--- config.mk ---
export PLATFORM = sky130hd
export DESIGN_NAME = sbox_sequencer
export DESIGN_NICKNAME = d
export VERILOG_FILES = /design/src/rtl/des_pkg.sv /design/src/rtl/sbox_bank.sv /design/src/rtl/sbox_sequencer.sv
export SDC_FILE = /design/constraint.sdc
export NUM_CORES = 1
export LEC_CHECK = 0
export CAP_MARGIN = 10
export CORE_MARGIN = 3
export CORE_UTILIZATION = 24
export CTS_BUF_LIST = sky130_fd_sc_hd__clkbuf_2
export DETAILED_ROUTE_END_ITERATION = 12
export DONT_BUFFER_PORTS = 1
export PLACE_DENSITY = 0.44
export SETUP_SLACK_MARGIN = 0.05
export SYNTH_ARGS = -nofsm -noshare
export SYNTH_HDL_FRONTEND = slang
export SYNTH_HIERARCHICAL = 1
export SYNTH_SLANG_ARGS = --single-unit
--- constraint.sdc ---
create_clock -name clk -period 6.45 [get_ports clk]
set_clock_uncertainty 0.15 [all_clocks]
set_input_delay 1.29 -clock clk [delete_from_list [all_inputs] [get_ports clk]]
set_output_delay 1.29 -clock clk [all_outputs]
set_load 0.02 [all_outputs]
--- src/rtl/des_pkg.sv ---
// Shared DES definitions for the time-multiplexed S-box datapath.
// Holds the sequencer state enum, the fixed S-box geometry, the eight
// S-box tables and a lookup helper that applies the standard DES
// row/column indexing. Imported by sbox_bank and sbox_sequencer.
package des_pkg;

  localparam int SBOX_COUNT = 8;
  localparam int SBOX_AW    = 6;
  localparam int SBOX_DW    = 4;
  localparam int SBOX_IN_W  = 48;
  localparam int SBOX_OUT_W = 32;

  typedef enum logic [1:0] {
    IDLE = 2'd0,
    RUN  = 2'd1,
    DONE = 2'd2
  } seq_state_e;

  // Each entry is one S-box row of 16 nibbles, column 0 in the top nibble.
  localparam logic [0:7][0:3][63:0] SBOX_TBL = '{
    '{64'hE4D12FB83A6C5907, 64'h0F74E2D1A6CB9538, 64'h41E8D62BFC973A50, 64'hFC8249175B3EA06D},
    '{64'hF18E6B34972DC05A, 64'h3D47F28EC01A69B5, 64'h0E7BA4D158C6932F, 64'hD8A13F42B67C05E9},
    '{64'hA09E63F51DC7B428, 64'hD70934A628E5CBF1, 64'hD6498F30B12C5AE7, 64'h1AD069874FE3B52C},
    '{64'h7DE3069A1285BC4F, 64'hD8B56F03472C1AE9, 64'hA690CB7DF13E5284, 64'h3F06A1D8945BC72E},
    '{64'h2C417AB6853FD0E9, 64'hEB2C47D150FA3986, 64'h421BAD78F9C5630E, 64'hB8C71E2D6F09A453},
    '{64'hC1AF92680D34E75B, 64'hAF427C9561DE0B38, 64'h9EF528C3704A1DB6, 64'h432C95FABE17608D},
    '{64'h4B2EF08D3C975A61, 64'hD0B7491AE35C2F86, 64'h14BDC37EAF680592, 64'h6BD814A7950FE23C},
    '{64'hD2846FB1A93E50C7, 64'h1FD8A374C56B0E92, 64'h7B419CE206ADF358, 64'h21E74A8DFC90356B}
  };

  // Row = {addr[5], addr[0]}, col = addr[4:1].
  function automatic logic [SBOX_DW-1:0] sbox_lookup(input logic [2:0] box,
                                                     input logic [SBOX_AW-1:0] addr);
    logic [1:0]  row;
    logic [3:0]  col;
    logic [63:0] row_word;
    row      = {addr[5], addr[0]};
    col      = addr[4:1];
    row_word = SBOX_TBL[box][row] << {col, 2'b00};
    return row_word[63:60];
  endfunction

endpackage

--- src/rtl/sbox_bank.sv ---
// Combinational bank of the eight DES S-box ROMs on one shared address.
// Ports:
//   addr  in  6  shared 6-bit S-box input chunk
//   sel   in  3  box select (0 = S1 ... 7 = S8)
//   data  out 4  output of the selected box
module sbox_bank
  import des_pkg::*;
(
  input  logic [SBOX_AW-1:0] addr,
  input  logic [2:0]         sel,
  output logic [SBOX_DW-1:0] data
);

  logic [SBOX_DW-1:0] box_out [SBOX_COUNT];

  for (genvar b = 0; b < SBOX_COUNT; b++) begin : g_rom
    assign box_out[b] = sbox_lookup(3'(b), addr);
  end

  assign data = box_out[sel];

endmodule

--- src/rtl/sbox_sequencer.sv ---
// Time-multiplexed DES S-box substitution controller. Accepts one 48-bit
// key-mixed word, looks up S1..S8 one chunk per cycle through a shared
// sbox_bank, and presents the assembled 32-bit result until it is taken.
// Handshake: a transfer happens on a rising edge where valid and ready
// are both high; the producer holds data stable while valid is high and
// ready is low, and valid never waits on ready.
// Ports:
//   clk, rst_n           clock, asynchronous active-low reset
//   in_valid/in_ready    input handshake, din sampled on the accept edge
//   din       [47:0]     key-mixed word, [47:42] -> S1 ... [5:0] -> S8
//   abort                synchronous flush to IDLE, drops any result
//   out_valid/out_ready  output handshake
//   dout      [31:0]     S1 result in [31:28] ... S8 result in [3:0]
//   busy                 high while the lookups are running
module sbox_sequencer
  import des_pkg::*;
(
  input  logic                  clk,
  input  logic                  rst_n,
  input  logic                  in_valid,
  output logic                  in_ready,
  input  logic [SBOX_IN_W-1:0]  din,
  input  logic                  abort,
  output logic                  out_valid,
  input  logic                  out_ready,
  output logic [SBOX_OUT_W-1:0] dout,
  output logic                  busy
);

  seq_state_e            state_q, state_d;
  logic [SBOX_IN_W-1:0]  sreg;
  logic [2:0]            cnt;
  logic [SBOX_OUT_W-1:0] acc;
  logic [SBOX_DW-1:0]    rom_out;
  logic                  load, step, clear;

  sbox_bank u_bank (
    .addr (sreg[SBOX_IN_W-1 -: SBOX_AW]),
    .sel  (cnt),
    .data (rom_out)
  );

  always_ff @(posedge clk or negedge rst_n) begin
    if (!rst_n) state_q <= IDLE;
    else        state_q <= state_d;
  end

  always_comb begin
    state_d = state_q;
    load    = 1'b0;
    step    = 1'b0;
    clear   = 1'b0;
    case (state_q)
      IDLE: if (in_valid) begin
        load    = 1'b1;
        state_d = RUN;
      end
      RUN: begin
        step = 1'b1;
        if (cnt == 3'd7) state_d = DONE;
      end
      DONE: if (out_ready) state_d = IDLE;
      default: state_d = IDLE;
    endcase
    // abort overrides any accept, lookup step or output handshake
    if (abort) begin
      state_d = IDLE;
      load    = 1'b0;
      step    = 1'b0;
      clear   = 1'b1;
    end
  end

  always_ff @(posedge clk or negedge rst_n) begin
    if (!rst_n) begin
      sreg <= '0;
      cnt  <= '0;
      acc  <= '0;
    end else if (clear) begin
      sreg <= '0;
      cnt  <= '0;
      acc  <= '0;
    end else if (load) begin
      sreg <= din;
      cnt  <= '0;
      acc  <= '0;
    end else if (step) begin
      acc  <= {acc[SBOX_OUT_W-SBOX_DW-1:0], rom_out};
      sreg <= sreg << SBOX_AW;
      cnt  <= cnt + 3'd1;
    end
  end

  assign in_ready  = (state_q == IDLE);
  assign out_valid = (state_q == DONE);
  assign busy      = (state_q == RUN);
  assign dout      = acc;

endmodule

======== Yosys cells after proc, flatten, opt, wreduce, memory -nomap -nowiden ========
Index checks and enable logic that the tools add are counted.
storage, ports and cells
  bits in registers ....................... 85
  bits of input ports ..................... 53
  output and inout port bits .............. 35
  word-level logic and storage cells ...... 73
operators by class
  add/sub/neg operators ................... 1
  shift operators ......................... 8
  order comparisons ....................... 2
  muxes and demuxes ....................... 47
  equal/unequal tests ..................... 6
  bitwise logic cells ..................... 2
  reductions and logical operators ........ 3
operators by type and width
  cell                                                                     count
  64-bit binary-select mux with 2-bit select                               8
  64-bit 2-to-1 mux                                                        16
  64-bit by 6-bit left shift with 64-bit output                            8
  48-bit 2-to-1 mux                                                        3
  32-bit 2-to-1 mux                                                        3
  4-bit binary-select mux with 3-bit select                                1
  3-bit 2-to-1 mux                                                         3
  3-bit by 2-bit inequality test with 1-bit output, second input constant  3
  2-bit 2-to-1 mux                                                         4
  4-bit 2-to-1 mux                                                         2
  1-bit 2-to-1 mux                                                         6
  2-bit case mux with 3 select lines                                       1
  4-bit greater-or-equal comparator, second input constant                 1
  3-bit inverter with 4-bit output                                         1
  3-bit by 1-bit adder with 3-bit output, second input constant            1
  3-bit == test, second input constant                                     1
  3-bit greater-or-equal comparator, second input constant                 1
  2-bit inverter with 3-bit output                                         1
  3-bit AND reduction                                                      1
  3-bit nonzero test                                                       1
  2-bit by 1-bit == test with 1-bit output, second input constant          1
  2-bit == test, second input constant                                     1
  2-bit zero test                                                          1

======== Depth between registers and ports, before layout ========
  depth in word-level cells ............... 11
  mapped depth ............................ 13
  mapped depth without buffers ............ 10

======== Hierarchy ========
Netlist, hierarchy kept.
by module, submodules not included
  module          times used  cells an instance  sequential area each (µm²)  area each (µm²)
  sbox_bank       1           600                0.0                         3,817.4
  sbox_sequencer  1           253                2,127.0                     3,505.9

======== Worst setup path after synthesis ========
No wires, ideal clock.
  kind .................................... flip-flop to flip-flop
  start ................................... reg sreg[47]
  end ..................................... reg acc[2] (netlist: dout[2])
  stages on the path, launching flop included .. 13
  setup time .............................. 121 ps
  clock period less this slack ............ 3,075 ps
  data arrival time ....................... 2,804 ps
  data required time ...................... 6,179 ps
  path slack .............................. 3,375 ps
  cell sequence ........................... dfrtp_1 > buf_2 > clkinv_1 > ha_1 > buf_2 > buf_6 > or2_2 > a31oi_1 > a21oi_1 > a211oi_1 > and4_4 > a211oi_2 > a22o_1
between the ends
  cells in the longest elaborated chain, start to end .. 11
  elaborated cells on any way between the ends .. 39
  those cells by class .................... 8 x shift; 30 x mux; 1 x bitwise
ends and longest elaborated chain
  element                                                   line                  RTL
  from (decl)                                               sbox_sequencer.sv:31  logic [SBOX_IN_W-1:0] sreg;
  from (signal assigned)                                    sbox_sequencer.sv:84  sreg <= din;
  from (signal assigned)                                    sbox_sequencer.sv:89  sreg <= sreg << SBOX_AW;
  2-bit inverter with 3-bit output (not written as such) *  des_pkg.sv:39         row_word = SBOX_TBL[box][row] << {col, 2'b00};
  64-bit binary-select mux with 2-bit select                des_pkg.sv:39
  64-bit 2-to-1 mux (not written as such) (2 in series)     des_pkg.sv:39
  64-bit by 6-bit left shift with 64-bit output             des_pkg.sv:39
  4-bit binary-select mux with 3-bit select *               sbox_bank.sv:20       assign data = box_out[sel];
  4-bit 2-to-1 mux (not written as such) * (2 in series)    sbox_bank.sv:20
  net rom_out[2]                                            sbox_sequencer.sv:34  logic [SBOX_DW-1:0] rom_out;
  32-bit 2-to-1 mux *                                       sbox_sequencer.sv:87  end else if (step) begin
  32-bit 2-to-1 mux *                                       sbox_sequencer.sv:83  end else if (load) begin
  32-bit 2-to-1 mux *                                       sbox_sequencer.sv:79  end else if (clear) begin
  to (signal assigned)                                      sbox_sequencer.sv:88  acc <= {acc[SBOX_OUT_W-SBOX_DW-1:0], rom_out};
  to (decl)                                                 sbox_sequencer.sv:33  logic [SBOX_OUT_W-1:0] acc;
Mark *: on every way through the listed nets, which the timed path passes. The rest lies on a longest branch. The select of a mux whose other input is x is not followed.
A chain may end at the register's enable or synchronous reset.

======== Final worst setup path ========
  start ................................... reg sreg[42]
  end ..................................... reg acc[2] (netlist: dout[2])
The elaborated chain is that of the path after synthesis.

==> results_tabular.tex <==
\begin{tabular}{lr}
\hline
Metric & Value \\
\hline
\multicolumn{2}{l}{\textbf{Synth}} \\
\quad Number of register bits inferred by synthesis & between 80 and 90 \\
\quad Share of the synthesized area in the top cell type & 29.0\% \\
\quad Library cell with the largest summed area after synthesis & sky130\_fd\_sc\_hd\_\_dfrtp\_1 \\
\quad Yosys synthesis warning count & 6 \\
\quad Post-synth net total & 921 \\
\quad Combined area of all synthesized cells & 7320 um\^{}2 \\
\quad Top FF cell, synth & sky130\_fd\_sc\_hd\_\_dfrtp\_1 \\
\quad Cells after Synth & between 800 and 900 \\
\quad Share of the yosys chip area belonging to registers & slightly below 30\% \\
\quad Fraction of registers with async set or reset after synthesis & 100\% \\
\quad Number of distinct library cells after synthesis & roughly 90 \\
\quad Avg Cell Area, Syn & 8.59 um\^{}2 \\
\quad Largest cells by area after synthesis & sky130\_fd\_sc\_hd\_\_dfrtp\_1 29\%, sky130\_fd\_sc\_hd\_\_a22o\_1 9.3\%, sky130\_fd\_sc\_hd\_\_a21o\_1 4.5\% \\
\quad Number of synthesized flops with an enable pin & 0 \\
\multicolumn{2}{l}{\textbf{Clock tree}} \\
\quad Clock-pin slew reported for the worst setup and hold paths after clock tree synthesis & approximately 0.25 ns \\
\quad TritonCTS buffer count & 9 \\
\quad Max Buffers Root-to-Sink & 2 \\
\quad TritonCTS clock tree & done \\
\quad H-tree lvl count & 3 \\
\quad Number of setup buffers added after CTS & 0 \\
\quad Worst-skew pair later-pin latency & around 0.52 ns \\
\quad Clock sink count & 85 \\
\quad Root Buffer & sky130\_fd\_sc\_hd\_\_clkbuf\_2 \\
\quad Hold-fix buffers at CTS & 0 \\
\quad Gates resized, CTS repair & 0 \\
\multicolumn{2}{l}{\textbf{Routing}} \\
\quad Per-cell via count in the routed design & roughly 6.3 \\
\quad TritonRoute pass-1 iters & 5 \\
\quad Post-DRT Antenna Nets & 0 \\
\quad Overall routed net length & 31000 um \\
\quad Average detailed-routed wire length per instance & about 26 um \\
\quad Vias & between 7000 and 8000 \\
\quad Iteration-0 DRC count of the detailed router & 920 \\
\quad Post-detailed-route DRC marker count & 0 \\
\multicolumn{2}{l}{\textbf{Timing}} \\
\quad Ratio of final minimum period to clock period & a little over three fifths \\
\quad Setup\_tns & 0 ns \\
\quad Number of max-slew violations in the final report & 0 \\
\quad Worst rel slew slack & $\sim$34\% \\
\quad Clock period minus worst slack & a little over 4 ns \\
\quad Hold Fails Final Rpt & 0 \\
\quad Max Freq & roughly 250 MHz \\
\quad Setup repair after global routing missed its margin & no \\
\quad Transition at the pin with the smallest max-transition slack & between 0.9 and 1 ns \\
\quad Final Setup Violations & 0 \\
\multicolumn{2}{l}{\textbf{Global routing}} \\
\quad Remaining global-route overflow & 0 \\
\quad Overall track demand over capacity in global routing & 18.1\% \\
\quad Antenna violations before repair & 2 \\
\quad Global-route wire length before repair & around 47000 um \\
\quad Pin count of the biggest net entering global routing & 86 \\
\quad Number of global-route vias before repair & approximately 7000 \\
\multicolumn{2}{l}{\textbf{Setup path}} \\
\quad CP max FO & 36 \\
\quad Startpoint of the most critical register-to-register path & sreg[42]\$\_DFFE\_PN0P\_ \\
\quad Nature of the critical path endpoint & flip-flop \\
\quad CP Class & flip-flop to flip-flop \\
\quad Nature of the critical path startpoint & flip-flop \\
\quad Setup slack on the worst flop-to-flop path & 2.42 ns \\
\quad Worst path required time & 6.72 ns \\
\quad End of the worst register-to-register path & dout[2]\$\_DFFE\_PN0P\_ \\
\quad Depth of the most critical reg-to-reg path & 10 \\
\quad Signal arrival time at the worst endpoint & $\sim$4.3 ns \\
\multicolumn{2}{l}{\textbf{Layout}} \\
\quad Sequential standard cell area & around 2100 um\^{}2 \\
\quad Growth of design area from synthesis to finish & 1.62\% \\
\quad Footprint of the multi-input gates & around 4500 um\^{}2 \\
\quad Net count reported at finish & 848 \\
\quad Proportion of layout cells with a drive suffix above 1 & under 10\% \\
\quad Final standard cell area without fillers & between 7000 and 8000 um\^{}2 \\
\quad FILL cells & 3231 \\
\multicolumn{2}{l}{\textbf{Power and ir drop}} \\
\quad IR drop worst, VDD & around 0.10 mV \\
\quad Leakage power & between 0.003 and 0.004 uW \\
\quad Pwr dens & $\sim$180 nW/um\^{}2 \\
\multicolumn{2}{l}{\textbf{Floorplanning}} \\
\quad Area of the die & 32600 um\^{}2 \\
\quad Top-Level Pins & between 80 and 90 \\
\quad Y dimension of the die & 181 um \\
\quad Overall die width & $\sim$180 um \\
\quad Starting density of the core & 24.5\% \\
\quad Placeable core region & approximately 30000 um\^{}2 \\
\quad Standard-cell row count & 63 \\
\multicolumn{2}{l}{\textbf{Run status}} \\
\quad Result of the run & complete, no violations \\
\multicolumn{2}{l}{\textbf{Placed design}} \\
\quad Area after DPL & 7320 um\^{}2 \\
\quad DP Wirelength & a little over 20000 um \\
\quad Routability cong. & just over 1 \\
\quad Buffers on Ports & 0 \\
\multicolumn{2}{l}{\textbf{Job}} \\
\quad \# Max-Cap Violations & 0 \\
\multicolumn{2}{l}{\textbf{Min path}} \\
\quad Worst min path class & input pin to asynchronous set/reset pin \\
\hline
\end{tabular}
## worst max-delay path, cell delays in order, from the launching register on
cell,delay (ns)
sky130_fd_sc_hd__dfrtp_1,0.79
sky130_fd_sc_hd__inv_1,0.32
sky130_fd_sc_hd__ha_1,0.36
sky130_fd_sc_hd__buf_4,0.38
sky130_fd_sc_hd__nor2b_1,0.52
sky130_fd_sc_hd__or3_1,0.24
sky130_fd_sc_hd__nand3_1,0.15
sky130_fd_sc_hd__a211oi_1,0.42
sky130_fd_sc_hd__and4_4,0.30
sky130_fd_sc_hd__a211oi_2,0.07
sky130_fd_sc_hd__a22o_1,0.20
## cell type report
class                           count  area share (%)
Antenna cell                        1          0.0336
Clock buffer                        9           0.605
Clock inverter                      6           0.958
Inverter                           13           0.689
Multi-Input combinational cell    656            60.9
Sequential cell                    85            28.7
Tap cell                          390            6.56
Timing Repair Buffer               15            1.51
## power by group
group | internal [uW] | total, uW | switching [uW]
clock network | 90.6 | 281 | 190
registers | 556 | 592 | 35.5
logic | 158 | 485 | 327
total | 805 | 1360 | 553
## stage by stage
step	total power (uW)	hold slack, ns	cells	util [%]	setup slack (ns)
finish	1360	0.258	1175	24.9	2.42
global route	1420	0.135	1175	24.9	2.32
CTS	1360	0.172	1174	24.9	2.59
detailed placement	1060	0.315	1159	24.5	2.64
global placement	1080	0.308	1159	24.5	2.56
floorplan	939	0.300	853	-	3.37
## cell usage after synthesis, drive strengths merged (13+ instances only)
library cell / n
nor2: 56
a21o: 44
o311ai: 13
nor3: 18
a31oi: 17
a211oi: 14
a21oi: 56
nand2: 47
dfrtp: 85
o21ai: 42
a22o: 78
buf: 75
ha: 15
clkbuf: 24
nand2b: 30
nor2b: 21
nand3: 27
## routing by layer
metal | global-route usage (%) | vias to the layer above | share of wire, %
met5 | 0 | - | 0.12
met2 | 26.1 | 551 | 42
met1 | 23.9 | 3638 | 40
met4 | 11.4 | 2 | 7.0
li1 | - | 3123 | -
met3 | 4.82 | 128 | 11
## cell families after synthesis
group / after synthesis / synth area share, %
compound gates: 364 / 37.1
simple gates: 256 / 18.6
flops: 85 / 29.0
mux: 12 / 2.37
xor+xnor: 9 / 1.28
fa+ha+maj: 15 / 2.56
buf+inv: 112 / 9.02
## worst max-delay path by stage
stage / startpoint / end / slack (ns) / cells after the start
floorplan: sreg[47]$_DFFE_PN0P_ / dout[2]$_DFFE_PN0P_ / 3.37 / 12
global placement: sreg[42]$_DFFE_PN0P_ / dout[2]$_DFFE_PN0P_ / 2.56 / 10
detailed placement: sreg[42]$_DFFE_PN0P_ / dout[2]$_DFFE_PN0P_ / 2.64 / 10
CTS: sreg[42]$_DFFE_PN0P_ / dout[2]$_DFFE_PN0P_ / 2.59 / 10
global route: sreg[42]$_DFFE_PN0P_ / dout[0]$_DFFE_PN0P_ / 2.32 / 11
finish: sreg[42]$_DFFE_PN0P_ / dout[2]$_DFFE_PN0P_ / 2.42 / 10
## placed cells by master, fill, tap and decap left out, types with 5 or more instances in the layout
cell / instances
sky130_fd_sc_hd__a2111oi_0: 7
sky130_fd_sc_hd__a211o_1: 5
sky130_fd_sc_hd__a211oi_1: 12
sky130_fd_sc_hd__a21o_1: 44
sky130_fd_sc_hd__a21oi_1: 56
sky130_fd_sc_hd__a221oi_1: 10
sky130_fd_sc_hd__a22o_1: 78
sky130_fd_sc_hd__a22oi_1: 5
sky130_fd_sc_hd__a311oi_1: 10
sky130_fd_sc_hd__a31oi_1: 17
sky130_fd_sc_hd__and2_1: 6
sky130_fd_sc_hd__buf_4: 15
sky130_fd_sc_hd__clkbuf_2: 9
sky130_fd_sc_hd__dfrtp_1: 82
sky130_fd_sc_hd__ha_1: 15
sky130_fd_sc_hd__inv_1: 10
sky130_fd_sc_hd__mux2i_1: 5
sky130_fd_sc_hd__nand2_1: 47
sky130_fd_sc_hd__nand2b_1: 30
sky130_fd_sc_hd__nand3_1: 27
sky130_fd_sc_hd__nand4_1: 7
sky130_fd_sc_hd__nor2_1: 56
sky130_fd_sc_hd__nor2b_1: 20
sky130_fd_sc_hd__nor3_1: 18
sky130_fd_sc_hd__nor4_1: 6
sky130_fd_sc_hd__o2111ai_1: 6
sky130_fd_sc_hd__o211ai_1: 8
sky130_fd_sc_hd__o21ai_0: 39
sky130_fd_sc_hd__o22ai_1: 7
sky130_fd_sc_hd__o311ai_0: 9
sky130_fd_sc_hd__or2_2: 5
sky130_fd_sc_hd__or3_1: 6
## flip-flops by register name, indices dropped and copies added, names as in the netlist
register / count
sreg: 48
dout: 32
cnt: 3
state_q: 2
Note: power is estimated with default switching activity, not from simulation.
